==> src/rtl/uart_tx_feeder_pkg.sv <==
// uart_tx_feeder_pkg
// Shared definitions for the UART transmit feeder: launch FSM state
// encodings and the default FIFO geometry.
package uart_tx_feeder_pkg;

  // Launch FSM states. All four 2-bit codes are used, but the FSM still
  // has a default branch that recovers to FEED_IDLE.
  typedef enum logic [1:0] {
    FEED_IDLE      = 2'd0,
    FEED_LAUNCH    = 2'd1,
    FEED_WAIT_BUSY = 2'd2,
    FEED_WAIT_DONE = 2'd3
  } feed_state_t;

  localparam int DEFAULT_DEPTH  = 16;
  localparam int DEFAULT_ADDR_W = 4;

endpackage

==> src/rtl/uart_tx_feeder_sync_fifo.sv <==
// sync_fifo
// Single-clock byte FIFO with registered occupancy and flags.
// Ports:
//   clk, rst_n     : clock, asynchronous active-low reset
//   push, din      : write request and data (ignored while full)
//   pop, dout      : read request and data (dout shows mem[rd_ptr])
//   full, empty    : registered flags, reflect the previous edge
//   count          : registered occupancy, 0..DEPTH
module sync_fifo
  import uart_tx_feeder_pkg::*;
#(
  parameter int DEPTH  = DEFAULT_DEPTH,
  parameter int ADDR_W = DEFAULT_ADDR_W
) (
  input  logic              clk,
  input  logic              rst_n,
  input  logic              push,
  input  logic              pop,
  input  logic [7:0]        din,
  output logic [7:0]        dout,
  output logic              full,
  output logic              empty,
  output logic [ADDR_W:0]   count
);

  localparam logic [ADDR_W:0]   DEPTH_CNT = (ADDR_W + 1)'(DEPTH);
  localparam logic [ADDR_W:0]   CNT_ONE   = (ADDR_W + 1)'(1);
  localparam logic [ADDR_W-1:0] PTR_ONE   = ADDR_W'(1);

  logic [7:0]        mem [0:DEPTH-1];
  logic [ADDR_W-1:0] wr_ptr;
  logic [ADDR_W-1:0] rd_ptr;
  logic [ADDR_W:0]   count_next;
  logic              do_push;
  logic              do_pop;

  // Gating on the registered flags keeps a full FIFO from being rescued
  // by a same-cycle pop.
  assign do_push = push & ~full;
  assign do_pop  = pop & ~empty;
  assign dout    = mem[rd_ptr];

  always_comb begin
    count_next = count;
    case ({do_push, do_pop})
      2'b10:   count_next = count + CNT_ONE;
      2'b01:   count_next = count - CNT_ONE;
      default: count_next = count;
    endcase
  end

  always_ff @(posedge clk or negedge rst_n) begin
    if (!rst_n) begin
      wr_ptr <= '0;
      rd_ptr <= '0;
      count  <= '0;
      full   <= 1'b0;
      empty  <= 1'b1;
    end else begin
      if (do_push) wr_ptr <= wr_ptr + PTR_ONE;
      if (do_pop)  rd_ptr <= rd_ptr + PTR_ONE;
      count <= count_next;
      full  <= (count_next == DEPTH_CNT);
      empty <= (count_next == '0);
    end
  end

  // Storage is not reset; only the pointers define valid contents.
  always_ff @(posedge clk) begin
    if (do_push) mem[wr_ptr] <= din;
  end

endmodule

==> src/rtl/uart_tx_feeder.sv <==
// uart_tx_feeder
// Buffers CPU-stored bytes and launches them one at a time into the UART
// transmitter via a one-cycle wr_en pulse, waiting for txBusy to rise and
// fall between bytes.
// Ports:
//   clk, rst_n : clock, asynchronous active-low reset
//   wr_data    : byte from the CPU store path
//   wr_req     : push request, one byte per cycle
//   clr_ovf    : clears the sticky overflow flag
//   tx_busy    : transmitter busy
//   tx_data    : byte to transmit, held from one pop to the next
//   tx_wr_en   : one-cycle launch pulse
//   full/empty : FIFO flags
//   count      : FIFO occupancy, 0..DEPTH
//   overflow   : sticky, a push was dropped because the FIFO was full
module uart_tx_feeder
  import uart_tx_feeder_pkg::*;
#(
  parameter int DEPTH  = DEFAULT_DEPTH,
  parameter int ADDR_W = DEFAULT_ADDR_W
) (
  input  logic            clk,
  input  logic            rst_n,
  input  logic [7:0]      wr_data,
  input  logic            wr_req,
  input  logic            clr_ovf,
  input  logic            tx_busy,
  output logic [7:0]      tx_data,
  output logic            tx_wr_en,
  output logic            full,
  output logic            empty,
  output logic [ADDR_W:0] count,
  output logic            overflow
);

  feed_state_t state;
  feed_state_t state_next;
  logic        pop;
  logic        wr_en_next;
  logic [7:0]  fifo_dout;
  logic        drop;

  assign drop = wr_req & full;

  sync_fifo #(
    .DEPTH  (DEPTH),
    .ADDR_W (ADDR_W)
  ) u_fifo (
    .clk   (clk),
    .rst_n (rst_n),
    .push  (wr_req),
    .pop   (pop),
    .din   (wr_data),
    .dout  (fifo_dout),
    .full  (full),
    .empty (empty),
    .count (count)
  );

  // Next-state logic. A pop only happens from FEED_IDLE with the
  // transmitter idle, which is what keeps a launch from ever overlapping
  // a busy transmitter, including right after a reset of this block.
  always_comb begin
    state_next = state;
    pop        = 1'b0;
    wr_en_next = 1'b0;
    case (state)
      FEED_IDLE: begin
        if (!empty && !tx_busy) begin
          pop        = 1'b1;
          wr_en_next = 1'b1;
          state_next = FEED_LAUNCH;
        end
      end
      FEED_LAUNCH:    state_next = FEED_WAIT_BUSY;
      FEED_WAIT_BUSY: if (tx_busy)  state_next = FEED_WAIT_DONE;
      FEED_WAIT_DONE: if (!tx_busy) state_next = FEED_IDLE;
      default:        state_next = FEED_IDLE;
    endcase
  end

  always_ff @(posedge clk or negedge rst_n) begin
    if (!rst_n) begin
      state    <= FEED_IDLE;
      tx_wr_en <= 1'b0;
      tx_data  <= 8'h00;
    end else begin
      state    <= state_next;
      tx_wr_en <= wr_en_next;
      if (pop) tx_data <= fifo_dout;
    end
  end

  // A dropped push in the same cycle as clr_ovf keeps the flag set.
  always_ff @(posedge clk or negedge rst_n) begin
    if (!rst_n) begin
      overflow <= 1'b0;
    end else if (drop) begin
      overflow <= 1'b1;
    end else if (clr_ovf) begin
      overflow <= 1'b0;
    end
  end

endmodule

==> config.mk <==
export PLATFORM = sky130hd
export DESIGN_NAME = uart_tx_feeder
export DESIGN_NICKNAME = d
export VERILOG_FILES = /design/src/rtl/uart_tx_feeder_pkg.sv /design/src/rtl/uart_tx_feeder_sync_fifo.sv /design/src/rtl/uart_tx_feeder.sv
export SDC_FILE = /design/constraint.sdc
export NUM_CORES = 1
export LEC_CHECK = 0
export ABC_AREA = 0
export CORE_ASPECT_RATIO = 1.75
export CORE_MARGIN = 2
export CORE_UTILIZATION = 50
export DETAILED_ROUTE_END_ITERATION = 16
export PLACE_DENSITY = 0.83
export SLEW_MARGIN = 0
export SYNTH_ARGS = -nofsm -noshare
export SYNTH_HDL_FRONTEND = slang
export SYNTH_HIERARCHICAL = 1
export SYNTH_SLANG_ARGS = --single-unit
==> constraint.sdc <==
create_clock -name clk -period 2.9 [get_ports clk]
set_input_delay 0.58 -clock clk [delete_from_list [all_inputs] [get_ports clk]]
set_output_delay 0.58 -clock clk [all_outputs]
set_load 0.1 [all_outputs]
# ---- Word-level counts from Yosys, hierarchy flattened
# Memories as Yosys holds them, arrays and structs flattened. A register that Yosys moved wholly into a read port is not among the register bits.
# Index checks and enable logic that the tools add are counted.
dict set report totals {
  ff_bits 19
  ram_bits 128
  inputBits 13
  out_inout_bits 17
  elab_cells 46
  memories 1
}
# name words word_bits rd rd_ports_with_merged_regs write_ports line_no
set mem_list {}
lappend mem_list {u_fifo.mem 16 8 1 1 1 uart_tx_feeder_sync_fifo.sv:30} ;# logic [7:0] mem [0:DEPTH-1];
dict set report classes {
  addsub 4
  eq_ne 9
  n_mux 11
  bitwise_logic 5
  reduce_logical 8
}
# cell n
set op_table {}
lappend op_table {{one-hot mux 5 bit (2 select lines)} 1}
lappend op_table {{adder 4 x 1 -> 4 bit, second input constant} 2}
lappend op_table {{one-hot mux 2 bit (4 select lines)} 1}
lappend op_table {{== test 2 bit, second input constant} 3}
lappend op_table {{two-way mux 1 bit} 6}
lappend op_table {{two-way mux 2 bit} 3}
lappend op_table {{!= test 2 bit, second input constant} 3}
lappend op_table {{adder 5 x 1 -> 5 bit, second input constant} 1}
lappend op_table {{== test 5 bit, second input constant} 1}
lappend op_table {{logical NOT 5 bit} 1}
lappend op_table {{subtractor 5 x 1 -> 5 bit, second input constant} 1}
lappend op_table {{== test 2 x 1 -> 1 bit, second input constant} 2}
lappend op_table {{AND 1 bit} 3}
lappend op_table {{logical NOT 1 bit} 3}
lappend op_table {{AND reduction 3 bit} 1}
lappend op_table {{logical NOT 2 bit} 1}
lappend op_table {{NOT 1 bit} 2}
lappend op_table {{nonzero test 2 bit} 1}
lappend op_table {{logical AND 1 bit} 1}

# ---- Logic depth before layout (Yosys ltp)
dict set report depth {
  depth_word 8
  depth_mapped 15
  ltp_nobuf 12
}

# ---- Hierarchy
# The synthesis kept the hierarchy.
# mod n_inst cells_each area_each_um2
set by_module_without_submodules {}
lappend by_module_without_submodules {sync_fifo 1 276 5761.8}
lappend by_module_without_submodules {uart_tx_feeder 1 37 568.0}

# ---- Worst setup path after synthesis
# OpenSTA, ideal clock, no wires.
dict set report synth_timing {
  path_kind {reg-to-reg}
  start {register u_fifo.empty}
  end {register u_fifo.full}
  arrival_time_ns 3.081
  slack_ns -0.254
  path_stages_with_launch 14
  n_path_buf 3
  synth_period_minus_slack_ns 3.154
  path_cell_list {dfstp_2 > nor3b_2 > buf_6 > nor2b_1 > clkbuf_1 > ha_1 > buf_4 > xor2_1 > ha_1 > a21oi_1 > mux2i_1 > xnor2_1 > a311o_1 > nor2b_1}
}
dict set report synth_via {
  elab_chain_len 8
  elab_cells_between_ends 10
}
# element line_no
set synth_rtl {}
lappend synth_rtl {{from (decl)} uart_tx_feeder_sync_fifo.sv:22} ;# output logic empty,
lappend synth_rtl {{from (signal assigned)} uart_tx_feeder_sync_fifo.sv:64} ;# empty <= (count_next == '0);
lappend synth_rtl {{logical NOT 1 bit *} uart_tx_feeder.sv:69} ;# if (!empty && !tx_busy) begin
lappend synth_rtl {{logical AND 1 bit *} uart_tx_feeder.sv:69}
lappend synth_rtl {{two-way mux 1 bit *} uart_tx_feeder.sv:69}
lappend synth_rtl {{two-way mux 1 bit *} uart_tx_feeder.sv:67} ;# case (state)
lappend synth_rtl {{via pop} uart_tx_feeder.sv:38} ;# logic pop;
lappend synth_rtl {{AND 1 bit *} uart_tx_feeder_sync_fifo.sv:40} ;# assign do_pop = pop & ~empty;
lappend synth_rtl {{== test 2 x 1 -> 1 bit or == test 2 bit (tied branches)} uart_tx_feeder_sync_fifo.sv:45} ;# case ({do_push, do_pop})
lappend synth_rtl {{one-hot mux 5 bit (2 select lines) *} uart_tx_feeder_sync_fifo.sv:45}
lappend synth_rtl {{via u_fifo.count_next[2]} uart_tx_feeder_sync_fifo.sv:33} ;# logic [ADDR_W:0] count_next;
lappend synth_rtl {{== test 5 bit *} uart_tx_feeder_sync_fifo.sv:63} ;# full <= (count_next == DEPTH_CNT);
lappend synth_rtl {{to (signal assigned)} uart_tx_feeder_sync_fifo.sv:63}
lappend synth_rtl {{to (decl)} uart_tx_feeder_sync_fifo.sv:21} ;# output logic full,
# Mark *: on every way through the listed nets, which the timed path passes. The rest lies on a longest branch.
# A chain may end at the register's enable or synchronous reset.

# ---- Worst setup path in the final report
dict set report layout_timing {
  start {register state[1]}
  end {register u_fifo.empty}
}
dict set report layout_via {
  elab_chain_len 6
  elab_cells_between_ends 7
}
# element line_no
set layout_rtl {}
lappend layout_rtl {{from (decl)} uart_tx_feeder.sv:36} ;# feed_state_t state;
lappend layout_rtl {{from (signal assigned)} uart_tx_feeder.sv:88} ;# state <= state_next;
lappend layout_rtl {{logical NOT 2 bit *} uart_tx_feeder.sv:67}
lappend layout_rtl {{two-way mux 1 bit *} uart_tx_feeder.sv:67}
lappend layout_rtl {{AND 1 bit *} uart_tx_feeder_sync_fifo.sv:40}
lappend layout_rtl {{== test 2 x 1 -> 1 bit or == test 2 bit (tied branches)} uart_tx_feeder_sync_fifo.sv:45}
lappend layout_rtl {{one-hot mux 5 bit (2 select lines) *} uart_tx_feeder_sync_fifo.sv:45}
lappend layout_rtl {{via u_fifo.count_next[2]} uart_tx_feeder_sync_fifo.sv:33}
lappend layout_rtl {{logical NOT 5 bit *} uart_tx_feeder_sync_fifo.sv:64}
# Marks and branches as above.

==> metrics <==
layout cells sized above 1 34.8%; Top delay family on crit path adder cells; crit-path max cell delay 410 ps; register area share after synthesis 71.4%; simple logic cell fraction of the synthesized area roughly 4.5%; most used cell, CP ha_2; min Tclk post-route 2770 ps; Cell Area, Placed roughly 0.0069 mm2; Post-Route WL 11,800 um; number of vias per cell 5.67; DRC 0; Yosys top cell by area edfxtp_1; WL/cell 21.7 um; Cells after Synth 313; number of antenna violations at the first check in global routing 0; hold depth 1; area grow syn2layout 18.0%; final worst slack 135 ps; PwrDens between 1000 and 1500 mW/mm2; adder-cell share of the synthesized area approximately 2.6%; fin nets roughly 390; fillcell total 870; CTS Buffer Depth 2; first-pass GRT wire length 18,300 um; Area contributors post-synth edfxtp_1 (61%), mux4_2 (14%), dfrtp_1 (10%); Sequential Power Share between 30 and 40%; pin count of the biggest net entering global routing 36; Die Height 153 um; worst reg2reg path depth 13; ANT nets after route 0; mux share of post-synthesis cell area about 17%; synth cell count leaders edfxtp_1 (128), mux4_2 (40), dfrtp_1 (26); htree depth 4; outcome completed; sw frac 36.5%; pre-CTS WS -206 ps; die area ~0.014 mm2; CTS tree built; Worst-path clk slew 60 ps; VDD IR max around 0.00043 V; WP buf/inv 2; unrepaired setup endpoints after global routing false; Setup-failing EPs final 0; Pins Over Slew Limit 0; Worst Setup End Kind flip-flop; CTS sink count about 160; CTS root buf clkbuf_16; Crit path arrival time 3110 ps; via count 3,074; Die W roughly 90 um; Hold Fails Final Rpt 0; clock skew 10.8 ps; syn nets ~340; critical path depth 13; Yosys reg bits 155; DR pass1 iterations 5; syn avg cell area 20.2 um2; Max Cap Viol 0; Worst Hold Class reg2reg; Final Util 60.1%; f_max 0.362 GHz; Critical Path Start Type flip-flop; switching power 3050 uW; Synth Warn # 6; most common cell in the netlist edfxtp_1; routability cong. 0.766; Synth Area in Compound Gates 1.30%; period utilization a little over nine tenths; Post-DP HPWL about 7900 um; XOR/XNOR share of the synthesized area 1.66%; crit path max-delay cell type dfrtp_1; Hold WS 517 ps; total gr overflow 0; relative slew slack 46.1%; Initial Utilization 50.9%; Slew @ Worst Pin about 810 ps; Lkg Pwr around 0.0026 uW; Combinational Power Share 37.6%; worst-skew pair later-pin latency 410 ps; cell area after layout 0.00747 mm2; CP required 3250 ps; cts hold-fix bufs 0; asr flop ratio synth 17.4%; largest family of logic cells by synthesized area multiplexers; Top FF cell, synth edfxtp_1; Yosys top cell area share around 61%; PortBufs 29; TritonCTS Buffers 17; GRT Total Usage 19.0%; DR iter-0 viols just under 200; Post-synth EDFFs about 130; ANT cells 0; Int Pwr between 5000 and 6000 uW; Netlist cell types 38; clock share of power 25.4%; Setup CP Type reg2reg; Post-Syn Area 0.00633 mm2; CP max FO 9; Core Region approximately 0.012 mm2; row cnt 54; I/O pin cnt 30; vias in the first global route 3,181; worst path cell trace inv_1 > ha_2 > nor3b_4 > nor2b_4 > buf_4 > ha_4 > xor2_1 > ha_2 > a21oi_4 > mux2i_2 > xnor2_1 > a311o_1 > nor2_2
==> repair_timing <==
action,CTS,global route
endpoints found under the hold margin,0,0
gates resized for setup,0,9
endpoints found under the setup margin,0,3
buffers inserted,0,1
==> routing by layer <==
metal | vias to the layer above | GRT usage [%] | routed length, um | part of all wire [%]
li1 | 1348 | - | - | -
met1 | 1605 | 21.4 | 4120 | 35
met2 | 102 | 33.9 | 6900 | 59
met3 | 19 | 3.78 | 474 | 4.0
met4 | 0 | 7.89 | 288 | 2.4
met5 | - | 0 | 0 | 0
==> worst paths after layout <==
| path | end | slack (ps) | startpoint |
|---|---|---|---|
| max | u_fifo/empty$_DFF_PN1_ | 130 | state[1]$_DFFE_PN0P_ |
| min | tx_data[4]$_DFFE_PN0P_ | 520 | tx_data[4]$_DFFE_PN0P_ |
| max reg2reg | u_fifo/empty$_DFF_PN1_ | 130 | state[1]$_DFFE_PN0P_ |
| min reg2reg | tx_data[4]$_DFFE_PN0P_ | 520 | tx_data[4]$_DFFE_PN0P_ |
| max in group asynchronous | tx_wr_en$_DFF_PN0_ | 1660 | rst_n |
| min in group asynchronous | overflow$_DFFE_PN0P_ | 630 | rst_n |
==> through the flow <==
stage | instances | setup TNS, ps | power [uW]
floorplan | 313 | -65.6 | 5450
global placement | 509 | -162 | 6090
detailed placement | 509 | -406 | 6210
CTS | 541 | 0 | 8360
global route | 542 | 0 | 8720
finish | 542 | 0 | 8360
==> power by group through the flow <==
stage	logic (uW)	registers (uW)	clock network, uW
6_report	3150	3090	2120
4_1_cts	3120	3080	2150
5_1_grt	3340	3130	2260
2_1_floorplan	1640	3810	0
3_5_place_dp	3090	3120	0
3_3_place_gp	3000	3090	0
==> placed cells by master (no fill, tap or decap), drive strengths merged, types with 8 or more instances in the layout <==
master	count
edfxtp	128
mux4	40
buf	32
dfrtp	26
clkbuf	17
and2	16
inv	15
ha	13
clkdlybuf4s50	12
mux2	11
xnor2	9
nand2	8
nor2	8
==> layout make-up <==
class                      instances  area (um2)  share of cell area [%]
clock buffer                      17         425                    5.69
clock inverter                    15         151                    2.03
inverter                           6        22.5                   0.301
multi-input combinational        137        1760                    23.6
sequential                       155        4530                    60.6
tap                              168         210                    2.81
timing repair buffer              44         373                    4.99
==> cells by family (layout without fill, tap and decap cells) <==
kind of cell / Yosys count / after routing
AO/OA/AOI/OAI: 11 / 11
AND/OR/NAND/NOR: 48 / 48
adder cells (fa/ha/maj): 13 / 13
multiplexers: 53 / 53
flip-flops: 155 / 155
XOR/XNOR: 12 / 12
buffers and inverters: 21 / 82
==> registers in the layout (all words and copies together), names as in the netlist <==
signal,flops
u_fifo/count,5
u_fifo/wr_ptr,4
u_fifo/full,1
tx_wr_en,1
u_fifo/empty,1
state,2
overflow,1
u_fifo/rd_ptr,4
u_fifo/mem,128
tx_data,8
(Power assumes the default switching activity.)
==> patch 1, RTL diff (same flow settings) <==
`DEFAULT_DEPTH`: 16 -> 8.
--- a/src/rtl/uart_tx_feeder_pkg.sv
+++ b/src/rtl/uart_tx_feeder_pkg.sv
@@ -12,7 +12,7 @@
     FEED_WAIT_DONE = 2'd3
   } feed_state_t;
 
-  localparam int DEFAULT_DEPTH  = 16;
+  localparam int DEFAULT_DEPTH  = 8;
   localparam int DEFAULT_ADDR_W = 4;
 
 endpackage
Check against the original RTL: not equivalent (Yosys sat finds a counterexample within 10 cycles, from zero or initial values and one cycle with rst_n low).
==> patch 1 against the unedited design <==
Worst setup slack improved by 59 ps. Area after synthesis decreased by 39%. Sequential power decreased by 37%. Cell area decreased by 38%. Sequential cell count decreased by 66. Global-route usage decreased by 1.4 points. Count of clock-buffer cells in the layout decreased by 3. Power decreased by 32%. Worst hold slack got worse by 15 ps. Routed wire length decreased by 44%. Via count decreased by 34%. Critical path depth decreased by 1. Clock skew decreased by 5.8 ps. Highest routed layer unchanged.
==> patch 1: results <==
group,metric,value,unit
synth,number_of_standard_cells_after_synthesis,221,
setup_path,crit_slowest_cell,"clkdlybuf4s50_1",
cts,clock_insertion_delay_worst_skew,330,ps
synth,synth_sequential_area_ratio,66.31,%
cells_and_area,design.final.nets,296,
detailed_routing,detailedRoute.firstPassIterationCount,4,
sta,hold_ws,502.3,ps
power,post-layout-total-power,5647,uW
grt,met3_usage,4.954,%
cts,clock_tree.htree_level_count,3,
grt,grt_max_degree,26,
synth,count_of_flip_flops_with_a_built_in_enable_after_synthesis,64,
grt,grt_util_met2,31.37,%
placement,dp_slack,-172.0,ps
cells_and_area,finish.cell_count_without_fillers,366,
setup_path,rr_worst_depth,12,
detailed_routing,wl_met3,294,microns
grt,grt_first_pass_wirelength,10.70,mm
detailed_routing,drtIter0Drc,152,
setup_path,timing.critical_path.fanout_max,4,
cells_and_area,largest_registers,"u_fifo/mem (64), tx_data (8), u_fifo/count (5)",
power,seq_power,1940,uW
power,p_switching,2140,uW
power,leakage_power_summed_over_all_cells,0.001751,uW
setup_path,reg2reg_setup_slack,280,ps
power,peakVddDrop,0.0006338,V
cells_and_area,drive_above_1_share,34.17,%
sta,maxSlewHeadroom,47.64,%
placement,post-place-cells,350,
synth,netlist_top_cells_count,"edfxtp_1 (64), dfrtp_1 (24), mux4_2 (16)",
setup_path,arrival_worst_endpoint,2960,ps
placement,placement.cell_area,0.004302,sq mm
status,status,"finished clean",
worst_hold_path,worst_hold_path.endpoint,"u_fifo/wr_ptr[2]$_DFFE_PN0P_",
worst_hold_path,worstHoldStart,"u_fifo/wr_ptr[2]$_DFFE_PN0P_",
detailed_routing,route.layer.met1.wl,2.397,mm
detailed_routing,totalWireLength,6.602,mm
power,comb_pwr,2460,uW
setup_path,crit_family,"simple AND/OR/NAND/NOR gates",
setup_path,worst-setup-path-type,"input pin to flop",
cts,tritoncts.num_buffers,9,
grt,met1_usage_in_global_routing,18.99,%
sta,worst_clock_skew,4.949,ps
grt,number_of_global_route_vias_before_repair,2104,
==> patch 1: cell types whose count changed in the layout (fill, tap and decap cells not counted), sizes merged, moves of 6 or more <==
cell and change:
edfxtp -64, mux2 +9, and2 -13, mux4 -24, nand2b +6, inv -8
==> patch 1: final cells by class <==
cell class	instances	area (sq um)
Fill cell	531	2872
Sequential cell	89	2552
Multi-Input combinational cell	117	1222
Timing Repair Buffer	49	397.9
Clock buffer	14	274.0
Tap cell	88	110.1
Clock inverter	2	60.06
Inverter	7	26.28
==> patch 1: kinds of logic after synthesis <==
| family | Yosys count | synth area share (%) |
|---|---|---|
| mux | 38 | 16.63 |
| fa+ha+maj | 10 | 3.255 |
| xor+xnor | 7 | 1.595 |
| flops | 89 | 66.31 |
| buf+inv | 15 | 2.148 |
| simple gates | 42 | 5.957 |
| compound gates | 20 | 4.102 |
==> patch 2, RTL diff (config.mk and constraints unchanged) <==
Made on the original files. Re-encode `feed_state_t` (4 states) as one-hot, 4 bits wide.
--- a/src/rtl/uart_tx_feeder_pkg.sv
+++ b/src/rtl/uart_tx_feeder_pkg.sv
@@ -5,11 +5,11 @@
 
   // Launch FSM states. All four 2-bit codes are used, but the FSM still
   // has a default branch that recovers to FEED_IDLE.
-  typedef enum logic [1:0] {
-    FEED_IDLE      = 2'd0,
-    FEED_LAUNCH    = 2'd1,
-    FEED_WAIT_BUSY = 2'd2,
-    FEED_WAIT_DONE = 2'd3
+  typedef enum logic [3:0] {
+    FEED_IDLE      = 4'b0001,
+    FEED_LAUNCH    = 4'b0010,
+    FEED_WAIT_BUSY = 4'b0100,
+    FEED_WAIT_DONE = 4'b1000
   } feed_state_t;
 
   localparam int DEFAULT_DEPTH  = 16;
Formal check against the unedited RTL: same outputs for any inputs over 10 cycles, from zero or initial values and one cycle with rst_n low; not proved beyond that.
==> patch 2 against the unedited design <==
Clock skew down 0.53 ps. Critical path depth unchanged. Area after synthesis up 0.36%. Routed wire length up 1.9%. Cell area up 0.82%. Sequential power up 4%. Power up 3.7%. Non-clock buffer count up 5. Cell count up 1.7%. Worst setup slack worse by 45 ps. Synthesized cell count up 1.3%. Sequential cell count up 2. Largest power group unchanged.
==> patch 2: results <==
group,metric,value,unit
status,status,"finished clean",
placement,numPortBuffers,29,
synth,synth_sequential_area_ratio,71.97,%
sta,timing.final.crit_period,2810,ps
power,peakVddDrop,0.0005616,V
grt,met3_usage,5.184,%
synth,syn_nets,339,
setup_path,crit_start,"tx_busy",
cts,cts_root_buffer_type,"clkbuf_16",
grt,grt_max_degree,36,
setup_path,reg2reg_to,"u_fifo/full$_DFF_PN0_",
synth,async_set_or_reset_flop_fraction_in_the_synthesized_netlist,18.47,%
setup_path,crit_family,"simple AND/OR/NAND/NOR gates",
grt,number_of_global_route_vias_before_repair,3338,
detailed_routing,route.layer.met1.wl,4.259,mm
setup_path,critical-path-max-stage-delay,540,ps
detailed_routing,detailedRoute.firstPassIterationCount,4,
synth,synth.lib_cells_used.distinct,41,
synth,netlist_top_cells_count,"edfxtp_1 (128), mux4_2 (40), dfrtp_1 (27)",
setup_path,rr_worst_depth,12,
grt,gr-usage-all-layers,19.51,%
setup_path,reg2reg_setup_slack,100,ps
cells_and_area,drive_above_1_share,34.20,%
sta,worst_clock_skew,10.23,ps
cells_and_area,largest_registers,"u_fifo/mem (128), tx_data (8), u_fifo/count (5)",
detailed_routing,wl_met3,373,microns
setup_path,timing.critical_path.fanout_max,5,
setup_path,rr_startpoint,"u_fifo/empty$_DFF_PN1_",
detailed_routing,via_to_cell_ratio,5.644,
placement,placement.cell_area,0.006917,sq mm
power,leakage_power_summed_over_all_cells,0.002629,uW
detailed_routing,drtIter0Drc,211,
worst_hold_path,worst_hold_path.endpoint,"tx_data[1]$_DFFE_PN0P_",
worst_hold_path,worstHoldStart,"tx_data[1]$_DFFE_PN0P_",
setup_path,worst-setup-path-type,"input pin to flop",
setup_path,crit_slowest_cell,"or4b_1",
worst_hold_path,holdPathStages,1,
grt,grt_first_pass_wirelength,18.97,mm
cells_and_area,design.final.nets,392,
setup_path,arrival_worst_endpoint,3160,ps
sta,tightest_slew,642.3,ps
cts,ctsLongestPathBuffers,2,
placement,dp_slack,-525.4,ps
cts,cts_setup_buffers,0,
synth,ys_top_cells_by_area,"edfxtp_1 (61%), mux4_2 (14%), dfrtp_1 (11%), ha_1 (1.8%), mux2_4 (1.7%)",
cts,cts_resized,2,
detailed_routing,routed-wl-met2,7.178,mm
placement,gp_routability_congestion,0.7971,
detailed_routing,drt-wirelength-per-cell,21.79,microns
cells_and_area,final.fill_count,893,
grt,met1_usage_in_global_routing,21.97,%
grt,grt_util_met2,34.67,%
setup_path,critPathMostFrequentCell,"buf_4",
placement,dp_hpwl,7.934,mm
-- patch 2: through the flow --
step	hold slack (ps)	total power, uW	utilization, %	instances
after floorplan	284.4	5670	-	317
after global placement	495.6	6378	55.64	518
after detailed placement	499.1	6495	55.64	518
after CTS	521.9	8720	60.43	550
after global routing	546.9	9055	60.60	551
final	519.0	8670	60.60	551
-- patch 2: power breakdown --
group	switching, uW	internal [uW]
clock network	879	1280
registers	353	2850
logic	1910	1400
-- patch 2: final cells by class --
type,instances,area share (%)
Clock buffer,17,5.647
Clock inverter,15,2.126
Inverter,7,0.3488
Multi-Input combinational cell,138,22.89
Sequential cell,157,60.75
Tap cell,168,2.790
Timing Repair Buffer,49,5.448
-- patch 2: cell families after synthesis --
logic type,after synthesis,synth area share (%)
compound gates,11,1.182
xor+xnor,13,1.792
fa+ha+maj,9,1.773
buf+inv,22,1.556
flops,157,71.97
mux,51,16.53
simple gates,54,5.200
